### src/rtl/pc_fetch_unit.sv
// Fetch-stage PC controller feeding a 1-cycle registered instruction memory.
// Optional out-of-range detection is built when PC_BOUNDS_CHECK_EN is defined.
module pc_fetch_unit #(
  parameter logic [31:0] RESET_PC  = 32'h0000_0000,
  parameter int unsigned MEM_WORDS = 1024
) (
  input  logic        clk,
  input  logic        reset,
  input  logic        stall,
  input  logic        halt,
  input  logic        branch_taken,
  input  logic        jump,
  input  logic [31:0] redirect_pc4,
  input  logic [15:0] branch_imm,
  input  logic [25:0] jump_index,
  output logic [31:0] pc_addr,
  output logic [31:0] if_pc,
  output logic [31:0] if_pc_plus4,
  output logic        if_valid,
  output logic [1:0]  fetch_state,
  output logic        addr_error
);

  typedef enum logic [1:0] {
    S_RESET_WAIT = 2'b00,
    S_RUN        = 2'b01,
    S_STALL      = 2'b10,
    S_HALT       = 2'b11
  } state_t;

`ifdef PC_BOUNDS_CHECK_EN
  localparam bit BOUNDS_EN = 1'b1;
`else
  localparam bit BOUNDS_EN = 1'b0;
`endif

  localparam logic [31:0] RESET_PC_ALIGNED = {RESET_PC[31:2], 2'b00};

  state_t      r_state;
  logic [31:0] r_pc;
  logic [31:0] r_if_pc;
  logic [31:0] r_if_pc4;
  logic        r_valid;
  logic        r_err;

  logic [31:0] w_pc_seq;
  logic [31:0] w_br_sum;
  logic [31:0] w_br_target;
  logic [31:0] w_jmp_target;
  logic [31:0] w_redirect_pc;
  logic        w_redirect;
  logic        w_redirect_oor;
  logic        w_seq_oor;

  always_comb begin
    w_pc_seq      = r_pc + 32'd4;
    w_br_sum      = redirect_pc4 + {{14{branch_imm[15]}}, branch_imm, 2'b00};
    w_br_target   = {w_br_sum[31:2], 2'b00};
    w_jmp_target  = {redirect_pc4[31:28], jump_index, 2'b00};
    w_redirect    = jump | branch_taken;
    // Jump outranks a simultaneously taken branch.
    w_redirect_pc = jump ? w_jmp_target : w_br_target;
    w_redirect_oor = BOUNDS_EN && ({2'b00, w_redirect_pc[31:2]} >= MEM_WORDS);
    w_seq_oor      = BOUNDS_EN && ({2'b00, w_pc_seq[31:2]} >= MEM_WORDS);
  end

  always_ff @(posedge clk) begin
    if (!reset) begin
      r_state  <= S_RESET_WAIT;
      r_pc     <= RESET_PC_ALIGNED;
      r_if_pc  <= RESET_PC_ALIGNED;
      r_if_pc4 <= RESET_PC_ALIGNED + 32'd4;
      r_valid  <= 1'b0;
      r_err    <= 1'b0;
    end else if (BOUNDS_EN && r_err) begin
      // An address fault parks the unit until the next reset.
      r_state <= S_HALT;
      r_valid <= 1'b0;
    end else if (w_redirect) begin
      r_pc     <= w_redirect_pc;
      r_if_pc  <= r_pc;
      r_if_pc4 <= w_pc_seq;
      r_valid  <= 1'b0;
      if (w_redirect_oor) begin
        r_err   <= 1'b1;
        r_state <= S_HALT;
      end else begin
        r_state <= S_RUN;
      end
    end else if (halt || r_state == S_HALT) begin
      r_valid <= 1'b0;
      r_state <= S_HALT;
    end else if (stall) begin
      // Memory keeps re-reading the same address, so every output just holds.
      r_state <= S_STALL;
    end else begin
      r_pc     <= w_pc_seq;
      r_if_pc  <= r_pc;
      r_if_pc4 <= w_pc_seq;
      if (w_seq_oor) begin
        r_err   <= 1'b1;
        r_valid <= 1'b0;
        r_state <= S_HALT;
      end else begin
        r_valid <= 1'b1;
        r_state <= S_RUN;
      end
    end
  end

  assign pc_addr     = r_pc;
  assign if_pc       = r_if_pc;
  assign if_pc_plus4 = r_if_pc4;
  assign if_valid    = r_valid;
  assign fetch_state = r_state;
  assign addr_error  = BOUNDS_EN ? r_err : 1'b0;

endmodule

### config.mk
export PLATFORM = sky130hd
export DESIGN_NAME = pc_fetch_unit
export DESIGN_NICKNAME = d
export VERILOG_FILES = /design/src/rtl/pc_fetch_unit.sv
export SDC_FILE = /design/constraint.sdc
export NUM_CORES = 1
export LEC_CHECK = 0
export ABC_AREA = 1
export CAP_MARGIN = 10
export CORE_UTILIZATION = 30
export CTS_CLUSTER_SIZE = 40
export DETAILED_ROUTE_END_ITERATION = 16
export GPL_TIMING_DRIVEN = 0
export HOLD_SLACK_MARGIN = 0.03
export PLACE_DENSITY = 0.54
export SYNTH_ARGS = -nofsm -noshare
export SYNTH_HDL_FRONTEND = slang
export SYNTH_SLANG_ARGS = --single-unit
### constraint.sdc
create_clock -name clk -period 4.5 [get_ports clk]
set_clock_uncertainty 0.05 [all_clocks]
set_input_delay 0.675 -clock clk [delete_from_list [all_inputs] [get_ports clk]]
set_output_delay 0.675 -clock clk [all_outputs]
set_load 0.02 [all_outputs]
==> summary.txt, run 1 <==
Synth Area in Simple Gates - 32.83%
Core area - 0.02115 mm²
Post-route minimum period - 3164 ps
Crit end category - flop
TritonCTS clock tree - built
# hold bufs at CTS - 0
WS Path Type - in -> reg
VDD IR max - 0.1573 mV
Root Driver - clkbuf_16
RSZ-0062 raised after global routing - false
Max-cap violation count - 0
Syn Inst Count - 1028
HP Start - if_pc[8]
Crit-path max FO - 15
Port bufs - 170
Area Overhead vs Synth - 36.18%
CP max-delay cell - clkdlybuf4s50_1
Critical Path RT - 4690 ps
Global-route wire length before repair - 35.22 mm
GR Util All Layers - 20.61%
DR iter-0 viols - 386
Initial antenna violation count - 0
Seq/Total Area, Yosys - 28.66%
Critical-path cell list - clkdlybuf4s50_1 -> ha_1 -> nand2_1 -> nor2_1 -> nand2_1 -> nor2_1 -> nand2_1 -> nand3_1 -> nand3_1 -> nand2_1 -> nand3_1 -> nand2_1 -> inv_1
Max Freq - 316.0 MHz
Routed Antenna Nets - 0
Initial Util - 30.70%
Asr flop ratio synth - 0%
Most frequent CP cell - nand2_1
Complex-gate fraction of the synthesized area - 16.10%
Worst min path class - reg -> reg
Nets - 1326
Synth Flop Type - dfxtp_1
Status - completed
Worst-Skew Late Latency - 340 ps
Residual DRC count - 0
# diodes - 0
Setup violators final - 0
Synth unique cells - 36
Adder-Cell Fraction of Synth Area - 6.087%
CP peak stage delay - 800 ps
Routed wire length - 22.61 mm
Pin count of the biggest net entering global routing - 16
Overflow after GRT - 0
Hold depth - 2
Synthesized area per cell - 6.318 µm²
Die W - 149.1 µm
Worst hold slack - 407.3 ps
Vias in the first global route - 6465
R2R Path End - pc_addr[20]
Number of synthesized flops with an enable pin - 0
Min-Delay Endpoint - if_pc[8]
TritonCTS Buffers - 9
Clock sinks - 93
Final Max Tran Viols - 0
Leak - 4.000 nW
Std-Cell Rows - 53
Number of post-CTS setup repair buffers - 0
Share of layout cells above drive strength 1 - 4.269%
Reg2reg path depth - 12
Synth top area share - 28.66%
Worst Tran Pin Value - 712.7 ps
Post-DR wirelength/cell - 15.14 µm
Largest area contributor in the netlist - dfxtp_1
Vias - 6916
Synth Area in XOR/XNOR - 4.855%
#FFs+latches synth - 93
Clock-pin slew on the worst setup and hold paths - 60 ps
Largest family of logic cells by synthesized area - simple AND/OR/NAND/NOR gates
Die ar. - 0.02224 mm²
HPWL Detailed - 19.14 mm
Synth top cells by count - 296 x nand2_1, 141 x inv_1, 103 x nor2_1
R2R setup slack - 2260 ps
Final Wtd Congestion - 0.8914
Synth area leaders - dfxtp_1 29%, nand2_1 17%, inv_1 8.1%
Mapped Area - 0.006495 mm²
IO Pins - 180
Hold Vio Cnt, Final - 0
Relative slew slack - 52.34%
CTS resizes - 0
DP Area - 0.008563 mm²
Die Y - 149.1 µm
Drt pass-1 iters - 4
Cell with the most instances after synthesis - nand2_1
Crit start category - input pin
PwrDens - 285.1 mW/mm²
Fill cells - 2349
Mux share of post-synthesis cell area - 0%
Synth warn - 0
Setup TNS - 0 ps
Routed vias/inst - 4.632
H-tree levels - 3
CTS max path bufs - 2
Final period util - 70.31%
CP arrival - 3350 ps
FF-to-FF Start - pc_addr[2]
Cell area after layout - 0.008845 mm²
==> flip-flops by register name, indices dropped and copies added (netlist names) <==
name / cells
fetch_state: 2
if_pc_plus4: 30
if_pc: 30
pc_addr: 30
if_valid: 1
==> kinds of logic after synthesis <==
family	Yosys count
fa+ha+maj	31
buf+inv	183
compound gates	175
other cells	1
flops	93
xor+xnor	36
simple gates	509
==> final cells by class <==
cell class | instances | area [µm²] | share of cell area (%)
inverter | 143 | 536.8 | 6.069
clock buffer | 12 | 246.5 | 2.787
buffer | 40 | 203.9 | 2.306
tap | 275 | 344.1 | 3.890
clock inverter | 2 | 35.03 | 0.3961
timing repair buffer | 170 | 1702 | 19.24
sequential | 93 | 1862 | 21.05
multi-input combinational | 758 | 3915 | 44.26
==> power by group <==
part / switching, mW / internal [mW] / total (mW)
clock network: 0.294 / 0.439 / 0.733
logic: 0.477 / 0.350 / 0.827
registers: 0.0707 / 0.891 / 0.962
total: 0.842 / 1.68 / 2.52
==> placed cells by master, fill, tap and decap left out, drive strengths merged, types with 30 or more instances in the layout <==
cell / synthesis / routed
inv: 143 / 143
ha: 30 / 30
a21oi: 52 / 52
clkbuf: 19 / 31
o21ai: 67 / 67
dfxtp: 93 / 93
nor2: 110 / 110
nand2: 301 / 301
nand3: 62 / 62
clkdlybuf4s50: 0 / 170
==> per-stage QoR <==
stage	cells	utilization [%]	total power, mW	setup WS, ps
floorplan	1034	-	1.443	2154
global placement	1479	40.48	1.804	1035
detailed placement	1479	40.48	1.805	1065
CTS	1493	41.81	2.535	1411
global route	1493	41.81	2.671	1139
finish	1493	41.81	2.521	1336
==> metal layers <==
metal / GRT usage [%] / up-vias / wire length (µm)
met2: 35.23 / 159 / 10920
met3: 2.110 / 13 / 777
met4: 4.439 / 0 / 252
met5: 0 / - / 0
met1: 27.82 / 3077 / 10660
li1: - / 3667 / -
==> worst max path at each step <==
stage / endpoint / start / depth (start not counted)
floorplan: pc_addr[16] / redirect_pc4[2] / 10
global route: pc_addr[28] / branch_imm[15] / 13
finish: pc_addr[28] / branch_imm[15] / 13
global placement: pc_addr[28] / branch_imm[15] / 13
detailed placement: pc_addr[28] / branch_imm[15] / 13
CTS: pc_addr[28] / branch_imm[15] / 13
==> worst max-delay path: cells and delay by family <==
family | cells | cell delay, ps
fa+ha+maj | 1 | 620
buf+inv | 2 | 830
simple gates | 10 | 1220
Note: power is estimated with default switching activity, not from simulation.
==> run 2: changes to the inputs <==
- PLACE_DENSITY: 0.54 -> 0.56
- clock period: 4.5 -> 2.88 ns (I/O delays scaled with it)
==> run 2 against run 1 <==
Core utilization about the same. Global-route usage up 0.19 points. First-iteration DRC count up 21%. Count of clock-buffer cells in the layout unchanged. Non-clock buffer count unchanged. Clock power up 57%.
==> summary.txt, run 2 (synthesis results as in run 1) <==
Switching Share - 33.46% (+0.083 points)
Die ar. - 0.02224 mm² (unchanged)
HP Start - if_pc_plus4[25]
Cell area after layout - 0.008852 mm² (about the same)
Clock network power share - 29.1% (about the same)
# diodes - 0 (unchanged)
Routed wire length - 22.70 mm (+0.37%)
Die Y - 149.1 µm (unchanged)
Vias - 6984 (+0.98%)
TritonCTS clock tree - built
Area Overhead vs Synth - 36.29% (about the same)
Final period util - 90.87%
R2R setup slack - 640 ps (-1620 ps)
Min-Delay Endpoint - if_pc_plus4[25]
H-tree levels - 3 (unchanged)
Met3 Use GR - 1.988% (-0.12 points)
Post-route insts no fill - 1493 (unchanged)
Initial antenna violation count - 0 (unchanged)
Worst Tran Pin Value - 695.0 ps (-17.75 ps)
Share of layout cells above drive strength 1 - 4.351% (+0.082 points)
DP Area - 0.008563 mm² (unchanged)
Setup TNS - 0 ps (unchanged)
Worst-Skew Late Latency - 340 ps (about the same)
Cell Int Power - 2.625 mW (+56%)
Std-Cell Rows - 53 (unchanged)
DR iter-0 viols - 468 (+21%)
Placed Cells incl. Taps - 1479 (unchanged)
Switch Pwr - 1.320 mW (+57%)
Initial Util - 30.70% (unchanged)
Nets - 1326 (unchanged)
Commonest non-fill, non-tap cell in the layout - nand2_1
Setup violators final - 0 (unchanged)
Drt pass-1 iters - 5 (+1)
Overflow after GRT - 0 (unchanged)
Root Driver - clkbuf_16
Crit start category - input pin
Hold depth - 2 (unchanged)
Crit-path max FO - 4 (-11)
Final Wtd Congestion - 0.9060 (+1.6%)
GR Util All Layers - 20.80% (+0.19 points)
Final core utilization - 41.85% (about the same)
CTS max path bufs - 2 (unchanged)
Leak - 4.014 nW (+0.33%)
Met2 GRT Util - 36.12% (+0.88 points)
Pin count of the biggest net entering global routing - 16 (unchanged)
Comb power frac - 32.8% (about the same)
Reg2reg path depth - 12 (unchanged)
TritonCTS Buffers - 9 (unchanged)
Vias in the first global route - 6640 (+2.7%)
Max Freq - 382.1 MHz
Clock sinks - 93 (unchanged)
PwrDens - 445.7 mW/mm² (+56%)
Max-cap violation count - 0 (unchanged)
RSZ-0062 raised after global routing - false
Setup ws final - 262.9 ps (-1073 ps)
Worst slack, placed - -322.1 ps (-1387 ps)
Clock-pin slew on the worst setup and hold paths - 60 ps (about the same)
Worst hold slack - 406.2 ps (-1.114 ps)
Routed vias/inst - 4.678 (+0.98%)
Global routing met1 resource utilization - 27.42% (-0.40 points)
Routed Antenna Nets - 0 (unchanged)
Final Max Tran Viols - 0 (unchanged)
Reg power frac - 38.0% (about the same)
Core area - 0.02115 mm² (unchanged)
Die W - 149.1 µm (unchanged)
Post-DR wirelength/cell - 15.20 µm (+0.37%)
CP arrival - 2800 ps (-550 ps)
HPWL Detailed - 19.30 mm (+0.80%)
Residual DRC count - 0 (unchanged)
Grt peak-use layer - met2
Hold Vio Cnt, Final - 0 (unchanged)
Global-route wire length before repair - 35.65 mm (+1.2%)
Most frequent cells in the layout - 296 x nand2_1, 169 x clkdlybuf4s50_1, 141 x inv_1
IO Pins - 180 (unchanged)
FF-to-FF Start - pc_addr[2]
Critical Path RT - 3060 ps (-1630 ps)
Worst min path class - reg -> reg
R2R Path End - pc_addr[20]
Post-route minimum period - 2617 ps
Port bufs - 170 (unchanged)
Status - completed
Design Power - 3.946 mW (+56%)
Relative slew slack - 53.59% (+1.3 points)
VDD IR max - 0.2962 mV (+88%)
Crit end category - flop
Fill cells - 2303 (-2.0%)
WS Path Type - in -> reg
# hold bufs at CTS - 0 (unchanged)
-- run 2: changes by cell type in the layout (fill, tap and decap cells not counted) --
cell / before / now
clkdlybuf4s50_1: 170 / 169
dlymetal6s2s_1: 0 / 1
nand3_1: 62 / 61
nand3_2: 0 / 1
-- run 2: timing repair --
| item | in CTS | in global routing |
|---|---|---|
| gates resized for setup | 0 | 2 |
| endpoints found under the setup margin | 0 | 11 |
| setup buffers | 0 | 0 |
-- run 2: layout make-up --
type	instances	area, µm²	area share (%)
plain buffers	40	203.9	2.304
clock buffers	12	246.5	2.784
clock inverters	2	35.03	0.3958
inverters	143	536.8	6.064
multi-input cells	758	3920	44.28
flip-flops and latches	93	1862	21.03
well taps	275	344.1	3.887
repair buffers	170	1704	19.25
-- run 2: how the worst max path moves through the flow --
stage | to | slack, ps | start
floorplan | pc_addr[16] | 780 | redirect_pc4[2]
global placement | pc_addr[28] | -340 | branch_imm[15]
detailed placement | pc_addr[28] | -320 | branch_imm[15]
CTS | pc_addr[30] | 30 | branch_imm[15]
global route | pc_addr[16] | 60 | redirect_pc4[2]
finish | pc_addr[24] | 260 | redirect_pc4[2]
-- run 2: layer usage --
layer / vias up / share of wire, %
met5: - / 0
met4: 0 / 1.6
met3: 25 / 4.1
met2: 192 / 48
met1: 3099 / 46
li1: 3668 / -
-- run 2: power groups by stage --
stage                     clock network, mW  registers, mW  logic (mW)
after floorplan                           0           1.62       0.633
after global placement                    0           1.53        1.29
after detailed placement                  0           1.53        1.29
after CTS                              1.17           1.50        1.30
after global routing                   1.22           1.52        1.43
final                                  1.15           1.50        1.30
-- run 2: worst max-delay path: stages --
cell             delay [ps]
clkdlybuf4s50_1         410
ha_1                    260
fa_1                    470
nand3_1                 120
nand3_1                 160
a21oi_1                 340
inv_1                    70
nand2_1                 100
nand3_1                  80
nand2_1                  60
nand3_1                 100
nand2_1                 120
a21oi_1                  60
==> run 3: changes to the inputs <==
- CELL_PAD_IN_SITES_DETAIL_PLACEMENT: not set -> 0
- CELL_PAD_IN_SITES_GLOBAL_PLACEMENT: not set -> 1
- PLACE_DENSITY: 0.56 -> 0.74
- clock period: 2.88 -> 2.6 ns (I/O delays scaled with it)
==> run 3 against run 2 <==
First-iteration DRC count fell by 18%. Setup slack worse by 30 ps. Highest routed layer unchanged. Critical endpoint is now pc_addr[26]. Critical path depth rose by 2.
==> summary.txt, run 3 (synthesis results as in run 1) <==
Initial Util - 30.70% (unchanged)
Final period util - 91.03%
VDD IR max - 0.2595 mV (-12%)
Critical-path cell list - clkdlybuf4s50_1 -> ha_1 -> fa_2 -> nand3_1 -> nand3_2 -> nand2_1 -> nand2_1 -> nand2_1 -> nand3_1 -> nand2_1 -> nand3_1 -> nand2_1 -> nand3_1 -> nand2_1 -> inv_1
H-tree levels - 3 (unchanged)
WS Path Type - in -> reg
Vias - 7032 (+0.69%)
Worst slack, placed - -573.4 ps (-251.3 ps)
Die Y - 149.1 µm (unchanged)
Cell Int Power - 3.046 mW (+16%)
Routed Antenna Nets - 0 (unchanged)
Max Freq - 422.5 MHz
Final core utilization - 42.15% (+0.31 points)
Switch Pwr - 1.522 mW (+15%)
Routed wire length - 23.17 mm (+2.1%)
Residual DRC count - 0 (unchanged)
IO Pins - 180 (unchanged)
Post-DR wirelength/cell - 15.50 µm (+1.9%)
Crit start category - input pin
CTS max path bufs - 2 (unchanged)
Final Max Tran Viols - 0 (unchanged)
Worst-Skew Late Latency - 350 ps (about the same)
Pin count of the biggest net entering global routing - 16 (unchanged)
Post-route minimum period - 2367 ps
CP max-delay cell - clkdlybuf4s50_1
Root Driver - clkbuf_16
DR iter-0 viols - 384 (-18%)
Switching Share - 33.32% (-0.14 points)
Crit path from - redirect_pc4[2]
Commonest non-fill, non-tap cell in the layout - nand2_1
Status - completed
Critical path buffer and inverter count - 2 (unchanged)
Overflow after GRT - 0 (unchanged)
Core area - 0.02115 mm² (unchanged)
Die W - 149.1 µm (unchanged)
Die ar. - 0.02224 mm² (unchanged)
Relative slew slack - 57.07% (+3.5 points)
Final Wtd Congestion - 0.8934 (-1.4%)
Area Overhead vs Synth - 37.30%
# diodes - 0 (unchanged)
Crit end category - flop
Routed vias/inst - 4.704 (+0.55%)
PwrDens - 512.3 mW/mm² (+15%)
Vias in the first global route - 6644 (+0.060%)
CP arrival - 2560 ps (-240 ps)
Clock sinks - 93 (unchanged)
Crit-path max FO - 4 (unchanged)
Share of layout cells above drive strength 1 - 5.246% (+0.89 points)
Clock-pin slew on the worst setup and hold paths - 60 ps (about the same)
Leak - 4.037 nW (+0.60%)
Worst min path class - reg -> reg
HPWL Detailed - 19.45 mm (+0.77%)
Setup violators final - 0 (unchanged)
FF-to-FF Start - pc_addr[2]
Reg power frac - 36.4% (-1.6 points)
Number of post-CTS setup repair buffers - 0 (unchanged)
Crit path max-delay family - simple AND/OR/NAND/NOR gates
Hold Vio Cnt, Final - 0 (unchanged)
Setup TNS - 0 ps (unchanged)
Global-route wire length before repair - 36.47 mm (+2.3%)
HP Start - if_pc_plus4[25]
TritonCTS clock tree - built
RSZ-0062 raised after global routing - false
Critical Path RT - 2790 ps (-270 ps)
Worst hold slack - 410.5 ps (+4.261 ps)
Fill cells - 2310 (+0.30%)
Clock network power share - 32.0% (+2.9 points)
Initial antenna violation count - 0 (unchanged)
GR Util All Layers - 21.36% (+0.55 points)
# hold bufs at CTS - 0 (unchanged)
CP peak stage delay - 400 ps (-70 ps)
Drt pass-1 iters - 5 (unchanged)
Port bufs - 170 (unchanged)
Worst Tran Pin Value - 644.0 ps (-51.03 ps)
Nets - 1326 (unchanged)
Most frequent CP cell - nand2_1
Setup ws final - 233.2 ps (-29.74 ps)
Most frequent cells in the layout - 296 x nand2_1, 169 x clkdlybuf4s50_1, 141 x inv_1
Std-Cell Rows - 53 (unchanged)
Max-cap violation count - 0 (unchanged)
TritonCTS Buffers - 9 (unchanged)
Comb power frac - 31.6% (-1.2 points)
-- run 3: cell count changes in the layout (fill, tap and decap cells not counted), moves of 2 or more --
cell,change
nand3_1,-2
clkbuf_1,-3
nand3_2,+2
clkbuf_2,+2
-- run 3: through the flow --
stage               area [µm²]  total power, mW  instances
finish                    8917            4.568       1495
global route              8917            4.822       1495
CTS                       8896            4.587       1495
detailed placement        8563            3.132       1479
global placement          8563            3.125       1479
floorplan                 6518            2.498       1034
-- run 3: final timing paths --
check                    end  slack, ps  cells past startpoint
max reg2reg      pc_addr[20]        440                     12
max              pc_addr[26]        230                     15
min reg2reg  if_pc_plus4[25]        410                      2
min          if_pc_plus4[25]        410                      2
-- run 3: worst min-delay path, stage by stage, from the launching register on --
cell	delay (ps)
dfxtp_1	320
nand2_1	60
nand2_1	40
-- run 3: what timing repair did --
| action | in CTS | in global routing |
|---|---|---|
| endpoints found under the hold margin | 0 | 0 |
| gates resized for setup | 1 | 10 |
| endpoints found under the setup margin | 11 | 13 |
| pin swaps | 0 | 0 |
-- run 3: area by class of cell --
cell class | instances | area (µm²) | share of cell area, %
Timing Repair Buffer | 170 | 1697 | 19.03
Sequential cell | 93 | 1862 | 20.88
Multi-Input combinational cell | 758 | 3939 | 44.17
Clock inverter | 5 | 81.33 | 0.9120
Clock buffer | 11 | 252.7 | 2.834
Inverter | 143 | 536.8 | 6.019
Buffer | 40 | 205.2 | 2.301
Tap cell | 275 | 344.1 | 3.859
-- run 3: power by group through the flow --
stage	Clock (mW)	Sequential, mW	Combinational (mW)
after CTS	1.48	1.66	1.44
after floorplan	0	1.80	0.701
final	1.46	1.67	1.44
after global placement	0	1.69	1.43
after detailed placement	0	1.69	1.44
after global routing	1.54	1.68	1.60
-- run 3: metal layers --
metal / part of all wire (%) / GRT usage [%] / up-vias
met5: 0 / 0 / -
met4: 1.1 / 5.000 / 0
met3: 3.7 / 1.529 / 18
met2: 49 / 37.65 / 185
met1: 46 / 28.17 / 3148
li1: - / - / 3681
